<file path="src/rtl/mmio_pkg.sv">
// Shared MMIO register map: offsets, status bit positions and the offset decoder.
package mmio_pkg;

    localparam logic [7:0] OFF_STATUS = 8'h00;
    localparam logic [7:0] OFF_RXDATA = 8'h04;
    localparam logic [7:0] OFF_TXDATA = 8'h08;
    localparam logic [7:0] OFF_CYCLE  = 8'h10;
    localparam logic [7:0] OFF_INSTR  = 8'h14;
    localparam logic [7:0] OFF_CLEAR  = 8'h18;

    localparam int STATUS_TX_EMPTY = 0;
    localparam int STATUS_RX_AVAIL = 1;

    typedef enum logic [2:0] {
        SEL_NONE,
        SEL_STATUS,
        SEL_RXDATA,
        SEL_TXDATA,
        SEL_CYCLE,
        SEL_INSTR,
        SEL_CLEAR
    } reg_sel_t;

    function automatic reg_sel_t decode_offset(input logic [7:0] off);
        reg_sel_t sel;
        case (off)
            OFF_STATUS: sel = SEL_STATUS;
            OFF_RXDATA: sel = SEL_RXDATA;
            OFF_TXDATA: sel = SEL_TXDATA;
            OFF_CYCLE:  sel = SEL_CYCLE;
            OFF_INSTR:  sel = SEL_INSTR;
            OFF_CLEAR:  sel = SEL_CLEAR;
            default:    sel = SEL_NONE;
        endcase
        return sel;
    endfunction

endpackage

</file>
<file path="src/rtl/sync_fifo.sv">
// Single-clock FIFO with show-ahead head; push ignored when full, pop ignored when empty.
module sync_fifo #(
    parameter int WIDTH = 8,
    parameter int DEPTH = 8
) (
    input  logic                     clk,
    input  logic                     rst,
    input  logic                     push,
    input  logic [WIDTH-1:0]         push_data,
    input  logic                     pop,
    output logic [WIDTH-1:0]         head,
    output logic                     full,
    output logic                     empty,
    output logic [$clog2(DEPTH):0]   count
);

    localparam int PTR_W = $clog2(DEPTH);
    localparam int CNT_W = PTR_W + 1;

    logic [WIDTH-1:0] mem [DEPTH];
    logic [PTR_W-1:0] wr_ptr;
    logic [PTR_W-1:0] rd_ptr;
    logic             do_push;
    logic             do_pop;

    assign full    = (count == CNT_W'(DEPTH));
    assign empty   = (count == '0);
    assign do_push = push && !full;
    assign do_pop  = pop && !empty;
    assign head    = mem[rd_ptr];

    // Storage array; contents need no reset since the pointers define validity.
    always_ff @(posedge clk) begin
        if (do_push) begin
            mem[wr_ptr] <= push_data;
        end
    end

    // Pointers wrap naturally because DEPTH is a power of two.
    always_ff @(posedge clk or negedge rst) begin
        if (!rst) begin
            wr_ptr <= '0;
            rd_ptr <= '0;
            count  <= '0;
        end else begin
            if (do_push) wr_ptr <= wr_ptr + PTR_W'(1);
            if (do_pop)  rd_ptr <= rd_ptr + PTR_W'(1);
            case ({do_push, do_pop})
                2'b10:   count <= count + CNT_W'(1);
                2'b01:   count <= count - CNT_W'(1);
                default: count <= count;
            endcase
        end
    end

endmodule

</file>
<file path="src/rtl/mmio_ctrl.sv">
// IO-region peripheral block: status, UART rx FIFO, UART tx holding register,
// free-running cycle counter and retired-instruction counter.
module mmio_ctrl
    import mmio_pkg::*;
#(
    parameter int RX_FIFO_DEPTH = 8
) (
    input  logic        clk,
    input  logic        rst,
    input  logic        req_valid,
    input  logic        req_we,
    input  logic [31:0] req_addr,
    input  logic [31:0] req_wdata,
    output logic [31:0] rdata,
    input  logic        inst_retired,
    input  logic [7:0]  rx_data,
    input  logic        rx_valid,
    output logic        rx_ready,
    output logic [7:0]  tx_data,
    output logic        tx_valid,
    input  logic        tx_ready
);

    reg_sel_t                     sel;
    logic                         rd_req;
    logic                         wr_req;
    logic                         fifo_push;
    logic                         fifo_pop;
    logic [7:0]                   fifo_head;
    logic                         fifo_full;
    logic                         fifo_empty;
    logic [$clog2(RX_FIFO_DEPTH):0] fifo_count;
    logic [31:0]                  rdata_d;
    logic [31:0]                  cycle_cnt;
    logic [31:0]                  instr_cnt;
    logic                         cnt_clear;
    logic                         unused_ok;

    assign sel       = decode_offset(req_addr[7:0]);
    assign rd_req    = req_valid && !req_we;
    assign wr_req    = req_valid && req_we;
    assign rx_ready  = !fifo_full;
    assign fifo_push = rx_valid && rx_ready;
    assign fifo_pop  = rd_req && (sel == SEL_RXDATA) && !fifo_empty;
    assign cnt_clear = wr_req && (sel == SEL_CLEAR);
    assign unused_ok = ^{req_addr[31:8], req_wdata[31:8], fifo_count};

    sync_fifo #(
        .WIDTH (8),
        .DEPTH (RX_FIFO_DEPTH)
    ) u_rx_fifo (
        .clk       (clk),
        .rst       (rst),
        .push      (fifo_push),
        .push_data (rx_data),
        .pop       (fifo_pop),
        .head      (fifo_head),
        .full      (fifo_full),
        .empty     (fifo_empty),
        .count     (fifo_count)
    );

    // Load data selection from current-cycle state; write-only and unmapped offsets read 0.
    always_comb begin
        rdata_d = '0;
        case (sel)
            SEL_STATUS: begin
                rdata_d[STATUS_TX_EMPTY] = !tx_valid;
                rdata_d[STATUS_RX_AVAIL] = !fifo_empty;
            end
            SEL_RXDATA: rdata_d = fifo_empty ? 32'h0 : {24'h0, fifo_head};
            SEL_CYCLE:  rdata_d = cycle_cnt;
            SEL_INSTR:  rdata_d = instr_cnt;
            default:    rdata_d = '0;
        endcase
    end

    // Registered load data, held between loads.
    always_ff @(posedge clk or negedge rst) begin
        if (!rst) begin
            rdata <= '0;
        end else if (rd_req) begin
            rdata <= rdata_d;
        end
    end

    // Tx holding register: accepts a byte only when empty, releases on handshake.
    always_ff @(posedge clk or negedge rst) begin
        if (!rst) begin
            tx_valid <= 1'b0;
            tx_data  <= '0;
        end else if (tx_valid && tx_ready) begin
            tx_valid <= 1'b0;
        end else if (wr_req && (sel == SEL_TXDATA) && !tx_valid) begin
            tx_valid <= 1'b1;
            tx_data  <= req_wdata[7:0];
        end
    end

    // Performance counters; a clear store takes priority over increments.
    always_ff @(posedge clk or negedge rst) begin
        if (!rst) begin
            cycle_cnt <= '0;
            instr_cnt <= '0;
        end else if (cnt_clear) begin
            cycle_cnt <= '0;
            instr_cnt <= '0;
        end else begin
            cycle_cnt <= cycle_cnt + 32'd1;
            if (inst_retired) instr_cnt <= instr_cnt + 32'd1;
        end
    end

endmodule

</file>
<file path="config.mk">
export PLATFORM = sky130hd
export DESIGN_NAME = mmio_ctrl
export DESIGN_NICKNAME = d
export VERILOG_FILES = /design/src/rtl/mmio_pkg.sv /design/src/rtl/sync_fifo.sv /design/src/rtl/mmio_ctrl.sv
export SDC_FILE = /design/constraint.sdc
export NUM_CORES = 1
export LEC_CHECK = 0
export ABC_AREA = 1
export CORE_AREA = 2 2 184 132
export CTS_BUF_LIST = sky130_fd_sc_hd__clkbuf_8
export CTS_CLUSTER_SIZE = 20
export DETAILED_ROUTE_END_ITERATION = 10
export DIE_AREA = 0 0 186 134
export PLACE_DENSITY = 0.7
export SLEW_MARGIN = 20
export SYNTH_ARGS = -nofsm -noshare
export SYNTH_HDL_FRONTEND = slang
export SYNTH_SLANG_ARGS = --single-unit
</file>
<file path="constraint.sdc">
create_clock -name clk -period 4.1 [get_ports clk]
set_input_delay 0.82 -clock clk [delete_from_list [all_inputs] [get_ports clk]]
set_output_delay 0.82 -clock clk [all_outputs]
set_load 0.05 [all_outputs]
</file>
==> flow_metrics.tcl, run 1 <==
set metrics [dict create \
    ant_nets 0 \
    crit_required_ps 3280 \
    dp_hpwl_um 17600 \
    drt-pass1-iter-count 6 \
    ys_ff_latch 179 \
    place_congestion 0.963 \
    hp-class "primary input to async pin" \
    drive_above_1_share_pct 5.98 \
    period_minus_slack_ps 2810 \
    yosysTopAreaCell "dfrtp_1" \
    netlist_top_cells_area "dfrtp_1 31%, edfxtp_1 21%, nand2_1 16%" \
    hold_slack_ps 399 \
    cts_hold_buffers 0 \
    setup_violations 0 \
    rows 47 \
    cp_max_fo 5 \
    timing.setup.tns_ps 0 \
    syn_to_final_growth_pct 15.6 \
    dp.cells 1507 \
    antennaDiodeCount 0 \
    worst_pin_slew_ps 1050 \
    cp_slowest_stage_delay_ps 750 \
    instances_no_fill 1539 \
    finalCritPeriodShare_pct 68.6 \
    synth_top_cell_area_share_pct 31.4 \
    cp_cell_sequence "nor2_1, nand3_1, clkdlybuf4s50_1" \
    drc 0 \
    synthDistinctLibCells 36 \
    total_power_w 0.00488 \
    grt_use_met2_pct 28.6 \
    rsz0062_at_grt "no" \
    ys_warn_count 0 \
    core_um2 23200 \
    vias 7878 \
    num-fill-cells 2258 \
    max_cap_violations 0 \
    critical_path_class "flop to output pin" \
    cts_made_buffers 17 \
    via_per_inst 5.12 \
    fp.dieW_um 186 \
    grtUsageMet3_pct 6.49 \
    cp-start-kind "flop" \
    clockBufferDepth 2 \
    finalNetCount 1294 \
    path_clk_slew_ps 100 \
    max_freq_mhz 356 \
    post_cts_buffers 0 \
    grt_max_degree 58 \
    io_pins 121 \
    clock_latency_ps 480 \
    p_leak_nw 4.78 \
    reg2reg_slack_ps 1650 \
    grt-busiest-layer "met1" \
    postSynthAreaPerCell_um2 8.02 \
    p_per_area_nw_per_um2 461 \
    grt_use_met1_pct 31.0 \
    root_buffer "clkbuf_8" \
    syn_inst 1142 \
    cts_tree "built" \
    synth_area_um2 9150 \
    grt_usage_pct 20.5 \
    outcome "complete, no violations" \
    maxSlewHeadroom_pct 30.0 \
    crit_path_top_delay_cell "clkdlybuf4s50_1" \
    grt_pass1_wl_um 39200 \
    clock_skew_ps 15.5 \
    grt-ovfl-total 0 \
    cts_max_level 4 \
    drv_slew 0 \
    start_util_pct 39.4 \
    antenna_found_initial 0 \
    drt_iter0_markers 1034 \
    port-buffer-count 72 \
    clock_sinks 179 \
    wl_per_cell_um 15.8 \
    die_h_um 134 \
    cts_resized 0 \
    ys_seq_area_share_pct 52.4 \
    wl_um 24300 \
    die_area_um2 24900 \
    grt_pass1_vias 7483 \
    arrival_ps 1990 \
    hold_violations 0 \
    ir_worst_vdd_mv 0.223 \
    endpoint_kind "output pin" \
    final_util_pct 45.6 \
    syn-num-nets 1228 \
]
[through the flow]
| step | instance area [µm²] | setup slack [ps] |
|---|---|---|
| final | 10600 | 1290 |
| after CTS | 10600 | 1270 |
| after global routing | 10600 | 1140 |
| after floorplan | 9150 | 1590 |
| after global placement | 10200 | 867 |
| after detailed placement | 10200 | 814 |
[cell usage in the layout, fill, tap and decap left out, drive strengths merged, types with 11 or more instances in the layout]
cell type / n
a21oi: 11
edfxtp: 64
xor2: 21
clkbuf: 20
nand2: 390
o22ai: 16
o21ai: 43
nand4: 23
nand3: 120
inv: 112
nor2: 141
nor3: 32
dfrtp: 115
clkdlybuf4s50: 71
[state kept, by name, indices dropped and copies added, names as in the netlist]
register,flops
rdata,32
tx_data,8
u_rx_fifo.mem,64
tx_valid,1
cycle_cnt,32
instr_cnt,32
u_rx_fifo.wr_ptr,3
u_rx_fifo.count,4
u_rx_fifo.rd_ptr,3
[worst max-delay path, delay by kind of cell (launching register included)]
kind | cells | cell delay, ps
flip-flops | 1 | 430
AND/OR/NAND/NOR | 2 | 320
buffers and inverters | 1 | 750
[kinds of logic (layout without fill, tap and decap cells)]
group,after synthesis,after routing,share of synthesized area [%]
buf+inv,148,227,6.75
compound gates,72,72,4.20
flops,179,179,52.4
fa+ha+maj,7,7,0.957
xor+xnor,23,23,2.20
simple gates,713,713,33.5
[layer usage]
metal	part of all wire (%)	wire length (µm)
met1	48	11600
met2	42	10200
met3	9.3	2270
met4	0.97	235
met5	0	0
[worst paths after layout]
| kind | startpoint | to | cells past startpoint |
|---|---|---|---|
| min in group clk | rdata[10] | rdata[10] | 2 |
| hold / removal | rst | instr_cnt[29] | 1 |
| max in group asynchronous | rst | cycle_cnt[19] | 2 |
| setup reg to reg | u_rx_fifo.rd_ptr[1] | rdata[6] | 8 |
| setup / recovery | u_rx_fifo.count[1] | rx_ready | 3 |
| hold reg to reg | rdata[10] | rdata[10] | 2 |
[cell usage after synthesis]
master	number
buf_2	16
xor2_1	21
nand3_1	117
a21oi_1	11
nor2_1	128
nand3_2	3
o22ai_1	16
edfxtp_1	64
nor2_2	9
xnor2_1	2
dfrtp_1	115
nor2_4	4
nand4_4	1
clkbuf_2	1
o21ai_0	36
nor3_1	30
and3_1	1
nand2_2	5
a211oi_1	1
nor3_2	1
buf_4	5
clkbuf_1	8
inv_2	3
ha_1	7
nor3b_1	2
a31oi_1	1
nand4_1	22
nor4_1	1
o21ai_1	7
buf_6	3
nand2_4	1
clkinv_1	5
or2_2	3
inv_1	107
nor3_4	1
nand2_1	384
[area by class of cell]
| cell class | count | area (µm²) | share of cell area, % |
|---|---|---|---|
| Clock buffer | 20 | 275 | 2.60 |
| Tap cell | 318 | 398 | 3.76 |
| Sequential cell | 179 | 4800 | 45.3 |
| Clock inverter | 12 | 151 | 1.43 |
| Timing Repair Buffer | 80 | 791 | 7.47 |
| Inverter | 115 | 432 | 4.08 |
| Multi-Input combinational cell | 815 | 3740 | 35.3 |
[power breakdown]
part / internal, W / switching (W) / total, W
Combinational: 0.000365 / 0.000816 / 0.00118
Clock: 0.000651 / 0.000658 / 0.00131
Sequential: 0.00214 / 0.000246 / 0.00239
Note: power is estimated with default switching activity, not from simulation.
==> inputs of run 2 (changes only) <==
==> constraint.sdc (replaced) <==
create_clock -name clk -period 2.75 [get_ports clk]
set_input_delay 0.55 -clock clk [delete_from_list [all_inputs] [get_ports clk]]
set_output_delay 0.55 -clock clk [all_outputs]
set_load 0.05 [all_outputs]
==> flow_metrics.tcl, run 2 (synthesized netlist as in run 1, its figures left out) <==
set metrics [dict create \
    rows 47 \
    grt_pass1_wl_um 39300 \
    place_congestion 0.949 \
    setup_violations 0 \
    clock_sinks 179 \
    endpoint_kind "output pin" \
    drive_above_1_share_pct 7.18 \
    cts_hold_buffers 0 \
    grt-ovfl-total 0 \
    grt_max_degree 41 \
    cp-start-kind "flop" \
    largest_reg_flops 64 \
    maxSlewHeadroom_pct 48.4 \
    dp_hpwl_um 18100 \
    clockBufferDepth 2 \
    total_power_w 0.00706 \
    post_cts_buffers 0 \
    die_h_um 134 \
    grt_pass1_vias 7355 \
    pre_cts_slack_ps 112 \
    drt_iter0_markers 872 \
    cp_top_family "buffers and inverters" \
    hold_violations 0 \
    port-buffer-count 72 \
    worst_pin_slew_ps 770 \
    period_minus_slack_ps 2480 \
    clock_latency_ps 490 \
    p_per_area_nw_per_um2 662 \
    cp_max_fo 5 \
    max_cap_violations 0 \
    vias 7914 \
    ir_worst_vdd_mv 0.343 \
    top_register "u_rx_fifo.mem" \
    rsz0062_at_grt "no" \
    hold_slack_ps 43.1 \
    timing.setup.tns_ps 0 \
    reg2reg_from "u_rx_fifo.count[1]" \
    core_um2 23200 \
    start_util_pct 39.4 \
    cp_cell_sequence "nor2_1, nand3_1, clkdlybuf4s50_1" \
    outcome "finished with violations" \
    drv_slew 0 \
    cts_resized 0 \
    crit_path_top_delay_cell "clkdlybuf4s50_1" \
    crit_required_ps 2200 \
    cp_slowest_stage_delay_ps 830 \
    final_common_cell "nand2_1" \
    ant_nets 0 \
    drt-pass1-iter-count 9 \
    root_buffer "clkbuf_8" \
    setup_slack_ps 266 \
    failed_checks "DRC" \
    antennaDiodeCount 0 \
    grt_usage_pct 20.7 \
    clock_skew_ps 18.2 \
    critical_path_class "flop to output pin" \
    die_area_um2 24900 \
    finalCritPeriodShare_pct 90.3 \
    final_cell_mix "384 x nand2_1, 127 x nor2_1, 117 x nand3_1, 115 x dfrtp_1, 108 x inv_1" \
    fp.dieW_um 186 \
    cts_max_level 4 \
    syn_to_final_growth_pct 16.5 \
    wl_um 24500 \
    antenna_found_initial 0 \
    critPathBufInv 1 \
    arrival_ps 1930 \
    drc 1 \
    p_leak_nw 4.85 \
    finalNetCount 1313 \
    num-fill-cells 2272 \
    path_clk_slew_ps 100 \
    via_per_inst 5.08 \
    crit_path_start "u_rx_fifo.count[0]" \
    max_freq_mhz 403 \
    io_pins 121 \
    wl_per_cell_um 15.7 \
    hp-class "primary input to async pin" \
    cts_tree "built" \
    cts_made_buffers 17 \
]
## run 2: changes by cell type in the layout (fill, tap and decap cells not counted), moves of 2 or more
cell       before  now
clkinv_1        5    7
clkbuf_8       20   17
clkinv_2        3    0
inv_6           1    5
inv_8           0    2
buf_4           8   27
bufinv_16       3    0
## run 2: cell type report
cell class                 count  area, µm²  area share, %
tap                          318        398           3.73
timing repair buffer          99        933           8.75
inverter                     115        432           4.05
sequential                   179       4800           45.0
clock inverter                15        126           1.19
multi-input combinational    815       3740           35.1
clock buffer                  17        234           2.19
## run 2: per-layer routing
metal / GRT usage, % / wire length (µm) / vias to the layer above
met3: 6.73 / 2500 / 25
met4: 4.90 / 306 / 0
met5: 0 / 0 / -
met1: 31.0 / 11600 / 3696
met2: 28.7 / 10100 / 327
li1: - / - / 3866
## run 2: worst register-to-register path: stages, from the launching register on
cell and delay, ps:
dfrtp_1 430, nor2_1 150, nand3_1 170, inv_1 180, nor3_4 70, ha_1 230, nand2_1 90, inv_1 40
nor2_1 160, ha_1 180, a21oi_1 50, xor2_1 160, o21ai_0 160
## run 2: worst paths after layout
path / end / slack (ps) / depth (start not counted)
setup reg to reg: u_rx_fifo.count[2] / 600 / 12
hold / removal: instr_cnt[28] / 40 / 1
max in group asynchronous: cycle_cnt[23] / 1960 / 2
hold reg to reg: tx_data[3] / 490 / 2
setup / recovery: rx_ready / 270 / 3
min in group clk: tx_data[3] / 490 / 2
## run 2: metrics by stage
stage,utilization [%],cell area [µm²],std cells
finish,45.9,10700,1558
floorplan,-,9150,1142
detailed placement,44.3,10300,1526
global route,45.9,10700,1558
global placement,44.3,10300,1526
CTS,45.9,10700,1558
## run 2: power by group
group	internal, W	switching [W]
registers	0.00319	0.000378
logic	0.000575	0.00120
clock network	0.000650	0.00106
==> inputs of run 3 (changes only) <==
--- a/config.mk
+++ b/config.mk
@@ -6,13 +6,13 @@
 export NUM_CORES = 1
 export LEC_CHECK = 0
 export ABC_AREA = 1
-export CORE_AREA = 2 2 184 132
-export CTS_BUF_LIST = sky130_fd_sc_hd__clkbuf_8
+export CORE_AREA = 2 2 189 135
 export CTS_CLUSTER_SIZE = 20
 export DETAILED_ROUTE_END_ITERATION = 10
-export DIE_AREA = 0 0 186 134
-export PLACE_DENSITY = 0.7
+export DIE_AREA = 0 0 191 137
+export PLACE_DENSITY = 0.69
 export SLEW_MARGIN = 20
 export SYNTH_ARGS = -nofsm -noshare
 export SYNTH_HDL_FRONTEND = slang
+export SYNTH_HIERARCHICAL = 1
 export SYNTH_SLANG_ARGS = --single-unit
==> flow_metrics.tcl, run 3 <==
set metrics [dict create \
    grt_usage_pct 20.3 \
    ys_warn_count 6 \
    drv_slew 0 \
    drt_iter0_markers 932 \
    port-buffer-count 72 \
    ant_nets 0 \
    synthDistinctLibCells 36 \
    synth.mux.area_fraction_pct 0 \
    async_reset_ff_share_pct 64.2 \
    endpoint_kind "output pin" \
    synth_xor_area_share_pct 1.37 \
    netlist_top_cells_area "dfrtp_1 30%, edfxtp_1 20%, nand2_1 19%" \
    max_freq_mhz 390 \
    period_minus_slack_ps 2560 \
    path_clk_slew_ps 70 \
    arrival_ps 2010 \
    drive_above_1_share_pct 8.63 \
    root_buffer "clkbuf_16" \
    worst_pin_slew_ps 836 \
    top_register "u_rx_fifo/mem" \
    clock_skew_ps 11.6 \
    syn_inst 1271 \
    hp-class "primary input to async pin" \
    hold_slack_ps 122 \
    highest_layer "met4" \
    hold_violations 0 \
    ir_worst_vdd_mv 0.518 \
    synth_compound_area_share_pct 4.03 \
    final_common_cell "nand2_1" \
    synth-simple-area-share_pct 35.2 \
    ys_seq_area_share_pct 49.9 \
    io_pins 121 \
    cts_resized 0 \
    via_per_inst 4.85 \
    synthAdderAreaFrac_pct 1.12 \
    clock_latency_ps 430 \
    synth_edf_count 64 \
    final_cell_mix "476 x nand2_1, 184 x nor2_1, 154 x inv_1, 114 x dfrtp_1, 71 x clkdlybuf4s50_1" \
    drc 0 \
    clockBufferDepth 2 \
    synthTopCellsByCount "476 x nand2_1, 185 x nor2_1, 154 x inv_1" \
    yosysMostFrequentCell "nand2_1" \
    grt-ovfl-total 0 \
    cts_hold_buffers 0 \
    rows 48 \
    synth_top_family_by_area "simple AND/OR/NAND/NOR gates" \
    fp.dieW_um 191 \
    ys_ff_latch 179 \
    final_util_pct 47.1 \
    wl_met1_um 12800 \
    cts_made_buffers 17 \
    synth_ff_type "dfrtp_1" \
    synth_area_um2 9620 \
    total_power_w 0.00731 \
    wl_met3_um 2070 \
    place_congestion 0.925 \
    cts_max_level 4 \
    antennaDiodeCount 0 \
    critical_path_class "flop to output pin" \
    grt_max_degree 52 \
    rsz0062_at_grt "no" \
    wl_met2_um 10300 \
    vias 8256 \
    die_h_um 137 \
    dp_hpwl_um 18600 \
    finalNetCount 1453 \
    max_cap_violations 0 \
    start_util_pct 39.5 \
    instances_no_fill 1704 \
    drt-pass1-iter-count 8 \
    outcome "complete, no violations" \
    maxSlewHeadroom_pct 44.3 \
    syn_to_final_growth_pct 19.2 \
    wl_um 25400 \
    cp-start-kind "flop" \
    grt_pass1_wl_um 40300 \
    timing.setup.tns_ps 0 \
    crit_required_ps 2200 \
    grt_pass1_vias 7540 \
    dp.cells 1672 \
    die_area_um2 26200 \
    clock_sinks 179 \
    wl_per_cell_um 14.9 \
    setup_violations 0 \
    antenna_found_initial 0 \
    p_leak_nw 5.56 \
    syn-num-nets 1358 \
    cts_tree "built" \
    finalCritPeriodShare_pct 93.2 \
    largest_reg_flops 64 \
    synth_top_cell_area_share_pct 29.9 \
    core_um2 24300 \
    postSynthAreaPerCell_um2 7.57 \
    cp_max_fo 4 \
    p_per_area_nw_per_um2 638 \
    yosysTopAreaCell "dfrtp_1" \
    post_cts_buffers 0 \
]
==> run 3: changes by cell type after synthesis, moves of 4 or more <==
cell,previous run,this run
nor2_1,128,185
nor3_1,30,24
o21ai_1,7,12
inv_1,107,154
nand3_1,117,57
xor2_1,21,11
o21ai_0,36,21
clkinv_1,5,0
nand2_1,384,476
inv_2,3,7
==> run 3: through the flow <==
stage | setup WS, ps | cell area [µm²]
final | 188 | 11500
after global routing | 69.4 | 11500
after CTS | 163 | 11500
after detailed placement | -159 | 10800
after global placement | -116 | 10800
after floorplan | 318 | 9620
==> run 3: critical path, cell delays in order (launching register included) <==
cell	delay (ps)
dfrtp_1	430
nor2_1	180
nand3_2	130
inv_1	90
inv_1	50
clkdlybuf4s50_1	690
==> run 3: per-layer routing <==
metal / up-vias / track usage, %
li1: 4172 / -
met1: 3794 / 31.5
met2: 268 / 28.4
met3: 22 / 4.62
met4: 0 / 4.74
met5: - / 0
==> run 3: cell families (layout without fill, tap and decap cells) <==
| family | Yosys count | in the layout |
|---|---|---|
| simple gates | 806 | 806 |
| buf+inv | 193 | 301 |
| flops | 179 | 179 |
| compound gates | 70 | 70 |
| xor+xnor | 15 | 15 |
| fa+ha+maj | 8 | 8 |
==> run 3: report_power, final <==
part	internal, W	total (W)	switching (W)
clock network	0.00139	0.00256	0.00116
logic	0.000468	0.00138	0.000913
registers	0.00308	0.00337	0.000288
==> run 3: final cells by class <==
class                   count  area, µm²
fillers                  2369      12900
flip-flops and latches    179       4800
multi-input cells         899       4020
repair buffers            108       1010
inverters                 161        604
clock buffers              18        429
well taps                 325        407
clock inverters            14        191
==> run 3: final timing paths <==
kind,from,to,cells after the start,slack [ps]
max,u_rx_fifo/count[0],rx_ready,5,190
max reg2reg,u_rx_fifo/count[0],u_rx_fifo/count[3],13,520
min reg2reg,rdata[5],rdata[5],2,480
min in group clk,rdata[5],rdata[5],2,480
min,rst,rdata[6],1,120
max in group asynchronous,rst,instr_cnt[31],2,1940
